File: config.mk
export PLATFORM = sky130hd
export DESIGN_NAME = imem_boot_loader_flat
export DESIGN_NICKNAME = d
export VERILOG_FILES = /design/src/rtl/imem_boot_loader_if.sv /design/src/rtl/imem_boot_loader.sv /design/src/flat_wrapper.sv
export SDC_FILE = /design/constraint.sdc
export NUM_CORES = 1
export LEC_CHECK = 0
export ABC_AREA = 1
export CAP_MARGIN = 20
export CORE_UTILIZATION = 60
export DETAILED_ROUTE_END_ITERATION = 8
export PLACE_DENSITY = 0.91
export SYNTH_ARGS = -nofsm -noshare
export SYNTH_HDL_FRONTEND = slang
export SYNTH_SLANG_ARGS = --single-unit
File: constraint.sdc
create_clock -name clk -period 3.3 [get_ports clk]
set_input_delay 0.495 -clock clk [delete_from_list [all_inputs] [get_ports clk]]
set_output_delay 0.495 -clock clk [all_outputs]
set_load 0.01 [all_outputs]
File: src/rtl/imem_boot_loader_if.sv
// imem_boot_loader_if: byte-stream, instruction-memory write and CPU-control signals of the boot loader
interface imem_boot_loader_if #(
  parameter int ADDR_WIDTH = 8
);
  logic                  i_start;
  logic                  i_in_valid;
  logic [7:0]            i_in_data;
  logic                  o_in_ready;
  logic                  o_mem_we;
  logic [ADDR_WIDTH-1:0] o_mem_addr;
  logic [31:0]           o_mem_wdata;
  logic                  o_cpu_reset_n;
  logic                  o_busy;
  logic                  o_done;
  logic                  o_err;
  modport master (
    output i_start, i_in_valid, i_in_data,
    input  o_in_ready, o_mem_we, o_mem_addr, o_mem_wdata, o_cpu_reset_n, o_busy, o_done, o_err
  );
  modport slave (
    input  i_start, i_in_valid, i_in_data,
    output o_in_ready, o_mem_we, o_mem_addr, o_mem_wdata, o_cpu_reset_n, o_busy, o_done, o_err
  );
endinterface

File: src/rtl/imem_boot_loader.sv
// imem_boot_loader: loads a length-prefixed big-endian word image into instruction memory, then releases the CPU
module imem_boot_loader #(
  parameter int ADDR_WIDTH  = 8,
  parameter int HOLD_CYCLES = 4
) (
  input logic                  clk,
  input logic                  rst_n,
  imem_boot_loader_if.slave    bus
);
  localparam int CW = ADDR_WIDTH + 1;
  localparam int HW = $clog2(HOLD_CYCLES + 1);
  localparam logic [16:0] CAP = 17'(1) << ADDR_WIDTH;

  typedef enum logic [2:0] {IDLE, HDR_HI, HDR_LO, DATA, WRITE, HOLD, RUN, ERROR} state_t;

  state_t                r_state;
  logic [7:0]            r_nhi;
  logic [CW-1:0]         r_n;
  logic [CW-1:0]         r_widx;
  logic [1:0]            r_bidx;
  logic [23:0]           r_shift;
  logic [HW-1:0]         r_hold;
  logic                  r_ready;
  logic                  r_we;
  logic [ADDR_WIDTH-1:0] r_addr;
  logic [31:0]           r_wdata;
  logic                  r_cpu_rst_n;
  logic                  r_busy;
  logic                  r_done;
  logic                  r_err;

  logic                  w_fire;
  logic [15:0]           w_n;
  logic [CW-1:0]         w_widx_nxt;

  assign w_fire     = bus.i_in_valid && r_ready;
  assign w_n        = {r_nhi, bus.i_in_data};
  assign w_widx_nxt = r_widx + CW'(1);

  // Session FSM; every output is a register updated on the transition into the state that owns it
  always_ff @(posedge clk or negedge rst_n) begin
    if (!rst_n) begin
      r_state     <= IDLE;
      r_nhi       <= '0;
      r_n         <= '0;
      r_widx      <= '0;
      r_bidx      <= '0;
      r_shift     <= '0;
      r_hold      <= '0;
      r_ready     <= 1'b0;
      r_we        <= 1'b0;
      r_addr      <= '0;
      r_wdata     <= '0;
      r_cpu_rst_n <= 1'b0;
      r_busy      <= 1'b0;
      r_done      <= 1'b0;
      r_err       <= 1'b0;
    end else begin
      r_we <= 1'b0;
      case (r_state)
        IDLE, RUN, ERROR: begin
          if (bus.i_start) begin
            r_state     <= HDR_HI;
            r_ready     <= 1'b1;
            r_busy      <= 1'b1;
            r_done      <= 1'b0;
            r_err       <= 1'b0;
            r_cpu_rst_n <= 1'b0;
          end
        end
        HDR_HI: begin
          if (w_fire) begin
            r_nhi   <= bus.i_in_data;
            r_state <= HDR_LO;
          end
        end
        HDR_LO: begin
          if (w_fire) begin
            if ({1'b0, w_n} > CAP) begin
              r_state <= ERROR;
              r_ready <= 1'b0;
              r_busy  <= 1'b0;
              r_err   <= 1'b1;
            end else if (w_n == 16'd0) begin
              r_state <= HOLD;
              r_ready <= 1'b0;
              r_hold  <= '0;
            end else begin
              r_state <= DATA;
              r_n     <= w_n[CW-1:0];
              r_widx  <= '0;
              r_bidx  <= '0;
            end
          end
        end
        DATA: begin
          if (w_fire) begin
            r_bidx  <= r_bidx + 2'd1;
            r_shift <= {r_shift[15:0], bus.i_in_data};
            if (r_bidx == 2'd3) begin
              r_state <= WRITE;
              r_ready <= 1'b0;
              r_we    <= 1'b1;
              r_addr  <= r_widx[ADDR_WIDTH-1:0];
              r_wdata <= {r_shift, bus.i_in_data};
            end
          end
        end
        WRITE: begin
          r_widx <= w_widx_nxt;
          if (w_widx_nxt == r_n) begin
            r_state <= HOLD;
            r_hold  <= '0;
          end else begin
            r_state <= DATA;
            r_ready <= 1'b1;
          end
        end
        HOLD: begin
          if (r_hold == HW'(HOLD_CYCLES - 1)) begin
            r_state     <= RUN;
            r_cpu_rst_n <= 1'b1;
            r_done      <= 1'b1;
            r_busy      <= 1'b0;
          end else begin
            r_hold <= r_hold + HW'(1);
          end
        end
        default: r_state <= IDLE;
      endcase
    end
  end

  assign bus.o_in_ready    = r_ready;
  assign bus.o_mem_we      = r_we;
  assign bus.o_mem_addr    = r_addr;
  assign bus.o_mem_wdata   = r_wdata;
  assign bus.o_cpu_reset_n = r_cpu_rst_n;
  assign bus.o_busy        = r_busy;
  assign bus.o_done        = r_done;
  assign bus.o_err         = r_err;
endmodule

File: src/flat_wrapper.sv
// flat-port wrapper written by rule: the top's interface ports become plain ports
module imem_boot_loader_flat 
#(
  parameter int ADDR_WIDTH  = 8,
  parameter int HOLD_CYCLES = 4
)
  (clk, rst_n, bus_i_start, bus_i_in_valid, bus_i_in_data, bus_o_in_ready, bus_o_mem_we, bus_o_mem_addr, bus_o_mem_wdata, bus_o_cpu_reset_n, bus_o_busy, bus_o_done, bus_o_err);
  imem_boot_loader_if #(.ADDR_WIDTH(ADDR_WIDTH)) bus_i ();
  input logic clk;
  input logic rst_n;
  input wire logic [$bits(bus_i.i_start)-1:0] bus_i_start;
  input wire logic [$bits(bus_i.i_in_valid)-1:0] bus_i_in_valid;
  input wire logic [$bits(bus_i.i_in_data)-1:0] bus_i_in_data;
  output wire logic [$bits(bus_i.o_in_ready)-1:0] bus_o_in_ready;
  output wire logic [$bits(bus_i.o_mem_we)-1:0] bus_o_mem_we;
  output wire logic [$bits(bus_i.o_mem_addr)-1:0] bus_o_mem_addr;
  output wire logic [$bits(bus_i.o_mem_wdata)-1:0] bus_o_mem_wdata;
  output wire logic [$bits(bus_i.o_cpu_reset_n)-1:0] bus_o_cpu_reset_n;
  output wire logic [$bits(bus_i.o_busy)-1:0] bus_o_busy;
  output wire logic [$bits(bus_i.o_done)-1:0] bus_o_done;
  output wire logic [$bits(bus_i.o_err)-1:0] bus_o_err;
  assign bus_i.i_start = bus_i_start;
  assign bus_i.i_in_valid = bus_i_in_valid;
  assign bus_i.i_in_data = bus_i_in_data;
  assign bus_o_in_ready = bus_i.o_in_ready;
  assign bus_o_mem_we = bus_i.o_mem_we;
  assign bus_o_mem_addr = bus_i.o_mem_addr;
  assign bus_o_mem_wdata = bus_i.o_mem_wdata;
  assign bus_o_cpu_reset_n = bus_i.o_cpu_reset_n;
  assign bus_o_busy = bus_i.o_busy;
  assign bus_o_done = bus_i.o_done;
  assign bus_o_err = bus_i.o_err;
  imem_boot_loader #(.ADDR_WIDTH(ADDR_WIDTH), .HOLD_CYCLES(HOLD_CYCLES)) u_core (.clk(clk), .rst_n(rst_n), .bus(bus_i));
endmodule
==> results.md, run 1 <==
- I/O Pins: 58
- Syn-to-layout area delta: 16.9%
- Iter 0 DRT Violations: 259
- Int Power: 2.57 mW
- Worst min path class: primary input to asynchronous set/reset pin
- CP Class: register to register
- Gr usage total: 26.5%
- Post-Route Skew: 0.0163 ns
- IO buf count: 57
- Leak Pwr: 2.67 nW
- Clk Latency, worst-skew pair: 0.39 ns
- Seq cells post-synth: 103
- Status: complete, no violations
- Comb power frac: 34.9%
- Aggregate negative setup slack: 0 ns
- Fmax: 483 MHz
- Worst-margin pin slew: 0.799 ns
- Slowest cell on crit path: dfrtp_1
- Dpl hpwl: 7030 µm
- CORE AREA: 7410 µm²
- Worst-path maximum fanout: 6
- Width of the chip: 90.6 µm
- Net switching power: 1.74 mW
- Root buffer cell: clkbuf_8
- Critical-path cell list: ha_1 > nand2_1 > o21ai_1 > nand2_1 > nand2_1 > nand3_1 > nor2_1 > nand2_1 > nand2_2 > nand2_2 > nand2_1 > nand2_1
- Vias: 3919
- CP peak stage delay: 0.49 ns
- Number of setup buffers added after CTS: 0
- Yosys warns: 0
- Pins Over Slew Limit: 0
- Vert. Die Dim: 90.6 µm
- Vias per Instance: 5.55
- Routability cong.: 0.857
- Initial core utilization: 63.6%
- Crit path launch type: register
- Worst path required time: 3.58 ns
- RSZ-0062 raised after global routing: no
- Top cell type's share of synthesized area: 54.7%
- Sw Share: 40.4%
- Post-synthesis sequential area ratio: 54.7%
- Post-synth top flop: dfrtp_1
- Dominant cell type by area after synthesis: dfrtp_1
- Pin count of the biggest net entering global routing: 74
- Post-synthesis cell type count: 31
- Slew HR: 46.6%
- Async S/R FF share, synth: 100%
- Clk sink count: 103
- Synth Net Count: 565
- Fillers: 509
- Htree depth: 3
- Final setup vio count: 0
- CTS max path bufs: 2
- Tmin final: 2.07 ns
- Layout cells sized above 1: 10.0%
- Reg-to-reg startpoint: u_core.r_widx[0]
- Crit path capture type: register
- Nets: 618
- Area of the die: 8210 µm²
- Top-count cell post-synth: nand2_1
- Worst r2r path cells: 12
- Mapped cell area: 4710 µm²
- Ant. Diodes: 0
- Worst setup path start: u_core.r_widx[0]
- Drt wl/cell: 14.4 µm
- CP dominant cell by count: nand2_1
- Synth top cells by count: nand2_1 (186), dfrtp_1 (103), inv_1 (56), o21ai_0 (46), nand3_1 (33)
- Sequential Power Share: 45.1%
- RR Endpoint: u_core.r_hold[1]
- DRC Markers: 0
- Post-Syn Area per Cell: 8.58 µm²
- Number of max-cap violations: 0
- Internal reg-to-reg setup slack: 1.23 ns
- Crit path DAT: 2.35 ns
- DRT Wirelength: 10200 µm
- CTS buffer count: 9
- Cells after Synth: 549
- Clock power frac: 20.1%
- CTS clock-pin slew for the worst setup and hold paths: 0.11 ns
- Cts repair resizes: 0
- Hold buffers post-CTS: 0
- Hold WS: 0.164 ns
- CTS tree: done
- Grt ovf: 0
- Routed Antenna Nets: 0
- Fin crit share: 62.7%
- Synth top area cells: dfrtp_1 (55%), nand2_1 (15%), o21ai_0 (4.9%)
- VDD IR-drop max: 502 µV
- Post-synth EDFFs: 0
- First-pass iteration count of the detailed router: 5
- Pwr Density: 782 nW/µm²
- Final hold violations: 0
- First-pass GRT wire length: 17100 µm
- Vias in the first global route: 3618
- Initial antenna violation count: 0
- FP Rows: 31
-- per-layer routing --
layer / up-vias / GRT usage (%) / wire length, µm / part of all wire (%)
met5: - / 0 / 0 / 0
met4: 0 / 10.5 / 245 / 2.4
met3: 28 / 4.97 / 630 / 6.2
met2: 166 / 43.0 / 5000 / 49
met1: 1870 / 35.6 / 4290 / 42
li1: 1855 / - / - / -
-- how the worst max path moves through the flow --
stage | end | depth (start not counted)
2_1_floorplan | u_core.r_hold[0] | 12
3_3_place_gp | u_core.bus.o_mem_wdata[0] | 8
3_5_place_dp | u_core.bus.o_mem_wdata[21] | 8
4_1_cts | u_core.r_hold[1] | 12
5_1_grt | u_core.r_hold[1] | 12
6_report | u_core.r_hold[1] | 12
-- placed cells by master, fill, tap and decap left out, types with 9 or more instances in the layout --
cell type / n
clkbuf_8: 9
clkdlybuf4s50_1: 56
dfrtp_1: 103
inv_1: 56
nand2_1: 186
nand3_1: 33
nor2_1: 20
o21ai_0: 46
o21ai_1: 23
o21ai_2: 11
-- logic make-up (layout without fill, tap and decap cells) --
kind of cell,count (synthesis),in the layout,synth area share (%)
AO/OA/AOI/OAI,91,91,11.1
adder cells (fa/ha/maj),4,4,1.06
buffers and inverters,83,141,8.16
flip-flops,103,103,54.7
XOR/XNOR,2,2,0.372
AND/OR/NAND/NOR,266,266,24.6
-- area by class of cell --
| cell class | instances | area [µm²] | share of cell area [%] |
|---|---|---|---|
| multi-input cells | 363 | 1750 | 31.7 |
| clock buffers | 9 | 124 | 2.25 |
| flip-flops and latches | 103 | 2580 | 46.8 |
| clock inverters | 7 | 96.3 | 1.75 |
| well taps | 99 | 124 | 2.25 |
| repair buffers | 60 | 591 | 10.7 |
| inverters | 65 | 246 | 4.48 |
-- power groups by stage --
stage	Clock [mW]	Combinational (mW)	Sequential, mW
2_1_floorplan	0	1.04	1.88
3_3_place_gp	0	1.40	1.93
3_5_place_dp	0	1.46	1.95
4_1_cts	0.869	1.49	1.93
5_1_grt	0.929	1.70	1.98
6_report	0.865	1.50	1.94
-- registers in the layout, summed over array words and instances, names as in the netlist, 2 cells and up --
register and cells:
u_core.bus.o_mem_addr 8, u_core.r_state 3, u_core.r_nhi 8, u_core.r_shift 24, u_core.r_widx 9, u_core.r_n 9, u_core.bus.o_mem_wdata 32, u_core.r_hold 3
u_core.r_bidx 2
-- critical path, delay by kind of cell, from the launching register on --
kind / cells / cell delay, ns
flops: 1 / 0.49
compound gates: 1 / 0.26
simple gates: 10 / 0.92
fa+ha+maj: 1 / 0.30
-- stage by stage --
stage / cell area, µm² / instances / total power [mW] / util (%) / setup WS, ns
finish: 5510 / 706 / 4.31 / 74.3 / 1.23
global route: 5510 / 706 / 4.60 / 74.3 / 1.02
CTS: 5510 / 706 / 4.29 / 74.3 / 1.29
detailed placement: 5290 / 690 / 3.41 / 71.3 / 0.923
global placement: 5290 / 690 / 3.32 / 71.3 / 0.980
floorplan: 4710 / 549 / 2.92 / - / 1.65
Note: power is estimated with default switching activity, not from simulation.
==> run 2: changes to the inputs <==
CORE_UTILIZATION = 55   (was 60)
PLACE_DENSITY = 0.85   (was 0.91)
clock period = 1.95 ns   (was 3.3 ns; I/O delays follow)
==> run 2 against run 1 <==
  * Via count shrank 1.1%
  * Final area increased by 3.9%
  * Global-route usage down 1.8 points
  * Core utilization down 5.1 points
  * Clock-buffer cell count up 2
  * First-iteration DRC count down 8.9%
==> results.md, run 2 (same netlist as run 1, synthesis figures left out) <==
- Drt wl/cell: 13.9 µm (-3.3%)
- Pwr Density: 1290 nW/µm² (+64%)
- Worst min path class: primary input to asynchronous set/reset pin
- VDD IR-drop max: 828 µV (+65%)
- Worst-path maximum fanout: 5 (-1)
- CP peak stage delay: 0.42 ns (-0.07 ns)
- CTS buffer count: 9 (unchanged)
- Critical-path cell list: buf_4 > nand2_1 > nor2_4 > buf_4 > nand3_1 > nand3_1 > nand2_1 > nand2_1 > nor2_2 > nand2_1 > nand2_4 > nand2_2 > nand2_1 > nand2_1
- Routed Antenna Nets: 0 (unchanged)
- Most common cell after layout, fill and taps aside: nand2_1
- First-pass GRT wire length: 17000 µm (-0.89%)
- CORE AREA: 8260 µm² (+11%)
- Worst setup margin: 0.0756 ns (-1.15 ns)
- Clk Latency, worst-skew pair: 0.38 ns (about the same)
- CP dominant cell by count: nand2_1
- Root buffer cell: clkbuf_8
- Final setup vio count: 0 (unchanged)
- Ant. Diodes: 0 (unchanged)
- Fin crit share: 96.1% (+33 points)
- Width of the chip: 94.5 µm (+4.3%)
- Area of the die: 8930 µm² (+8.9%)
- Post-Route Skew: 0.0126 ns (-0.00367 ns)
- Vias per Instance: 5.28 (-4.8%)
- Dpl hpwl: 7190 µm (+2.3%)
- Tmin final: 1.87 ns (-0.196 ns)
- Routability cong.: 0.853 (-0.53%)
- Grt ovf: 0 (unchanged)
- Worst-margin pin slew: 0.548 ns (-0.251 ns)
- Critical path's top delay family: simple AND/OR/NAND/NOR gates
- Crit path DAT: 2.14 ns (-0.21 ns)
- Crit path capture type: register
- IO buf count: 57 (unchanged)
- Initial antenna violation count: 0 (unchanged)
- Initial core utilization: 57.0% (-6.5 points)
- Iter 0 DRT Violations: 236 (-8.9%)
- Pins Over Slew Limit: 0 (unchanged)
- Status: complete, no violations
- Htree depth: 3 (unchanged)
- Vias: 3877 (-1.1%)
- Pwr Total: 7.36 mW (+71%)
- Clk sink count: 103 (unchanged)
- Worst path required time: 2.21 ns (-1.37 ns)
- Worst path bufs/invs: 2 (+2)
- CTS clock-pin slew for the worst setup and hold paths: 0.10 ns (about the same)
- Syn-to-layout area delta: 21.4%
- Highest-count cells in the layout ignoring fill and taps: nand2_1 (185), dfrtp_1 (101), inv_1 (56), clkdlybuf4s50_1 (56), o21ai_0 (46)
- Slew HR: 63.5% (+17 points)
- I/O Pins: 58 (unchanged)
- Vias in the first global route: 3655 (+1.0%)
- CP Class: register to register
- Slowest cell on crit path: dfrtp_1
- Vert. Die Dim: 94.5 µm (+4.3%)
- Crit path depth: 14 (+2)
- DRC Markers: 0 (unchanged)
- Crit path launch type: register
- CTS tree: done
- Pin count of the biggest net entering global routing: 74 (unchanged)
- DRT Wirelength: 10200 µm (+0.53%)
- FP Rows: 33 (+6.5%)
- Leak Pwr: 2.78 nW (+4.4%)
- CP Capture Point: u_core.r_hold[1]
- Layout cells sized above 1: 13.8% (+3.8 points)
- RSZ-0062 raised after global routing: yes
- Worst r2r path cells: 14 (+2)
- CTS max path bufs: 2 (unchanged)
- Nets: 640 (+3.6%)
- RR Endpoint: u_core.r_hold[1]
- Number of flip-flops in the largest register: 32 (unchanged)
- Number of max-cap violations: 0 (unchanged)
- Gr usage total: 24.8% (-1.8 points)
- Fmax: 533 MHz (+10%)
- Reg-to-reg startpoint: u_core.r_widx[1]
- First-pass iteration count of the detailed router: 5 (unchanged)
- Worst setup path start: u_core.r_widx[1]
- Pre-CTS setup slack: -0.0869 ns (-1.01 ns)
- Internal reg-to-reg setup slack: 0.08 ns (-1.15 ns)
- Final hold violations: 0 (unchanged)
## run 2: worst min-delay path by stage
stage,endpoint
after floorplan,u_core.bus.o_busy
after global placement,u_core.r_widx[5]
after detailed placement,u_core.bus.o_mem_addr[5]
after CTS,u_core.bus.o_mem_addr[2]
after global routing,u_core.bus.o_mem_wdata[30]
final,u_core.r_widx[7]
## run 2: routing by layer
metal  global-route usage [%]  up-vias  wire length [µm]
met5                        0        -                 0
met4                     9.09        0               162
met3                     3.86       14               522
met2                     41.5      131              4970
met1                     32.6     1842              4570
li1                         -     1890                 -
## run 2: power by group
group          total, mW  internal [mW]  switching, mW  leakage [nW]
logic               2.63           1.03           1.60          1.31
clock network       1.46          0.690          0.767         0.115
registers           3.27           2.77          0.494          1.36
## run 2: cell type report
class,count,area (µm²)
flip-flops and latches,103,2580
fillers,630,2540
multi-input cells,363,1760
repair buffers,82,771
inverters,65,249
clock buffers,11,151
well taps,105,131
clock inverters,5,75.1
## run 2: timing repair
item / CTS / global route
hold buffers: 1 / 0
gates resized for setup: 0 / 7
setup buffers: 0 / 1
setup endpoints to repair: 0 / 19
hold endpoints to repair: 27 / 0
## run 2: stage by stage
step	util (%)	cells	hold WS, ns	setup TNS [ns]	area [µm²]
3_3_place_gp	66.1	716	0.259	-0.542	5460
6_report	69.2	734	0.392	0	5720
2_1_floorplan	-	549	-0.00309	0	4710
3_5_place_dp	66.1	716	0.257	-1.43	5460
4_1_cts	68.9	733	0.399	0	5690
5_1_grt	69.2	734	0.428	-0.0701	5720
## run 2: worst reg2reg max path, delay by kind of cell, from the launching register on
kind / cells / cell delay (ns)
buffers and inverters: 2 / 0.29
flip-flops: 1 / 0.42
AND/OR/NAND/NOR: 12 / 1.05
==> run 3: changes to the inputs <==
RECOVER_POWER = 50   (was default)
==> run 3 against run 2 <==
  * Cell count stayed put
  * Clock skew is 0.0013 ns higher
  * Final area is 0.81% lower
  * Critical path type unchanged
  * Non-clock buffer count stayed put
  * Setup slack better by 0.0046 ns
  * Sequential power hardly changed
==> results.md, run 3 (same netlist as run 1, synthesis figures left out) <==
- Fin crit share: 95.9% (-0.23 points)
- Final setup vio count: 0 (unchanged)
- Root buffer cell: clkbuf_8
- Worst-path maximum fanout: 5 (unchanged)
- CORE AREA: 8260 µm² (unchanged)
- Width of the chip: 94.5 µm (unchanged)
- Drt wl/cell: 13.9 µm (-0.49%)
- Pwr Total: 7.31 mW (-0.56%)
- Nets: 640 (unchanged)
- Worst setup margin: 0.0801 ns (+0.00457 ns)
- Vias in the first global route: 3655 (unchanged)
- Worst path required time: 2.21 ns (about the same)
- Fmax: 535 MHz (+0.24%)
- I/O Pins: 58 (unchanged)
- Pre-CTS setup slack: -0.0869 ns (unchanged)
- Vert. Die Dim: 94.5 µm (unchanged)
- Aggregate negative setup slack: 0 ns (unchanged)
- First-pass iteration count of the detailed router: 5 (unchanged)
- Iter 0 DRT Violations: 250 (+5.9%)
- Placed Cells: 716 (unchanged)
- Crit path launch type: register
- Worst setup path start: u_core.r_widx[1]
- Pin count of the biggest net entering global routing: 74 (unchanged)
- Hold WS: 0.484 ns (+0.0917 ns)
- Non-Filler Instances: 734 (unchanged)
- Dpl hpwl: 7190 µm (unchanged)
- Ant. Diodes: 0 (unchanged)
- First-pass GRT wire length: 17000 µm (unchanged)
- Syn-to-layout area delta: 20.5%
- GRT met3 Usage: 3.86% (unchanged)
- Pins Over Slew Limit: 0 (unchanged)
- DP Area: 5460 µm² (unchanged)
- VDD IR-drop max: 826 µV (-0.22%)
- Post-route cell area: 5670 µm² (-0.81%)
- Leak Pwr: 2.76 nW (-0.80%)
- Vias: 3888 (+0.28%)
- IO buf count: 57 (unchanged)
- Crit path DAT: 2.13 ns (about the same)
- Final core utilization: 68.7% (-0.56 points)
- Hold depth: 2
- Gr usage total: 24.8% (unchanged)
- Most common cell after layout, fill and taps aside: nand2_1
- Layout cells sized above 1: 12.7% (-1.1 points)
- Area of the die: 8930 µm² (unchanged)
- Worst r2r path cells: 14 (unchanged)
- Tmin final: 1.87 ns (-0.00457 ns)
- Internal reg-to-reg setup slack: 0.08 ns (about the same)
- Clk sink count: 103 (unchanged)
- RR Endpoint: u_core.r_hold[1]
- CTS buffer count: 9 (unchanged)
- Grt ovf: 0 (unchanged)
- Most Crowded Layer GR: met2
- Routing usage on met2: 41.5% (unchanged)
- M1 GR Usage: 32.6% (unchanged)
- CP Capture Point: u_core.r_hold[1]
- Vias per Instance: 5.30 (+0.28%)
- Clk Latency, worst-skew pair: 0.37 ns (about the same)
- Number of flip-flops in the largest register: 32 (unchanged)
- Crit path capture type: register
- Routability cong.: 0.853 (unchanged)
- Highest-count cells in the layout ignoring fill and taps: nand2_1 (186), dfrtp_1 (101), inv_1 (57)
- CP Class: register to register
- Post-Route Skew: 0.0140 ns (+0.00135 ns)
- Final hold violations: 0 (unchanged)
- Number of max-cap violations: 0 (unchanged)
- CTS max path bufs: 2 (unchanged)
- Htree depth: 3 (unchanged)
- FP Rows: 33 (unchanged)
- RSZ-0062 raised after global routing: yes
- Routed Antenna Nets: 0 (unchanged)
- Reg-to-reg startpoint: u_core.r_widx[1]
- CTS tree: done
- Initial antenna violation count: 0 (unchanged)
- DRC Markers: 0 (unchanged)
- Slew HR: 48.2% (-15 points)
- DRT Wirelength: 10200 µm (-0.49%)
- Worst min path class: register to register
- CTS clock-pin slew for the worst setup and hold paths: 0.10 ns (about the same)
- Status: complete, no violations
- Worst-margin pin slew: 0.776 ns (+0.229 ns)
- Pwr Density: 1290 nW/µm² (+0.25%)
- Initial core utilization: 57.0% (unchanged)
run 3: where the power goes:
group | leakage, nW | switching (mW) | total [mW] | internal [mW]
registers | 1.36 | 0.491 | 3.26 | 2.77
logic | 1.29 | 1.59 | 2.60 | 1.01
clock network | 0.115 | 0.758 | 1.45 | 0.690
run 3: metal layers:
| layer | vias up | wire (µm) |
|---|---|---|
| met2 | 127 | 4960 |
| li1 | 1887 | - |
| met3 | 14 | 535 |
| met5 | - | 0 |
| met4 | 0 | 154 |
| met1 | 1860 | 4530 |
run 3: final cells by class:
type                            instances  area, µm²
Inverter                               65        249
Tap cell                              105        131
Multi-Input combinational cell        363       1750
Fill cell                             644       2590
Clock inverter                          5       75.1
Timing Repair Buffer                   82        732
Clock buffer                           11        151
Sequential cell                       103       2580
run 3: worst max-delay path, stage by stage, from the launching register on:
cell     delay (ns)
dfrtp_1        0.42
buf_4          0.16
nand2_1        0.11
nor2_4         0.06
buf_4          0.13
nand3_1        0.09
nand3_1        0.08
nand2_1        0.08
nand2_1        0.07
nor2_2         0.16
nand2_1        0.11
nand2_4        0.11
nand2_2        0.07
nand2_1        0.06
nand2_1        0.05
run 3: what timing repair did:
item                                    in CTS  in global routing
resized for setup                            0                  7
endpoints found under the setup margin       0                 19
hold buffers                                 1                  0
endpoints found under the hold margin       27                  0
setup buffers                                0                  1
run 3: worst min path at each step:
stage                                     startpoint                          to  slack (ns)
after global placement                         rst_n            u_core.r_widx[5]        0.26
after detailed placement                       rst_n    u_core.bus.o_mem_addr[5]        0.26
final                       u_core.bus.o_mem_addr[1]    u_core.bus.o_mem_addr[1]        0.48
after CTS                                      rst_n    u_core.bus.o_mem_addr[2]        0.40
after global routing      u_core.bus.o_mem_wdata[25]  u_core.bus.o_mem_wdata[25]        0.52
after floorplan                                rst_n           u_core.bus.o_busy      -0.003
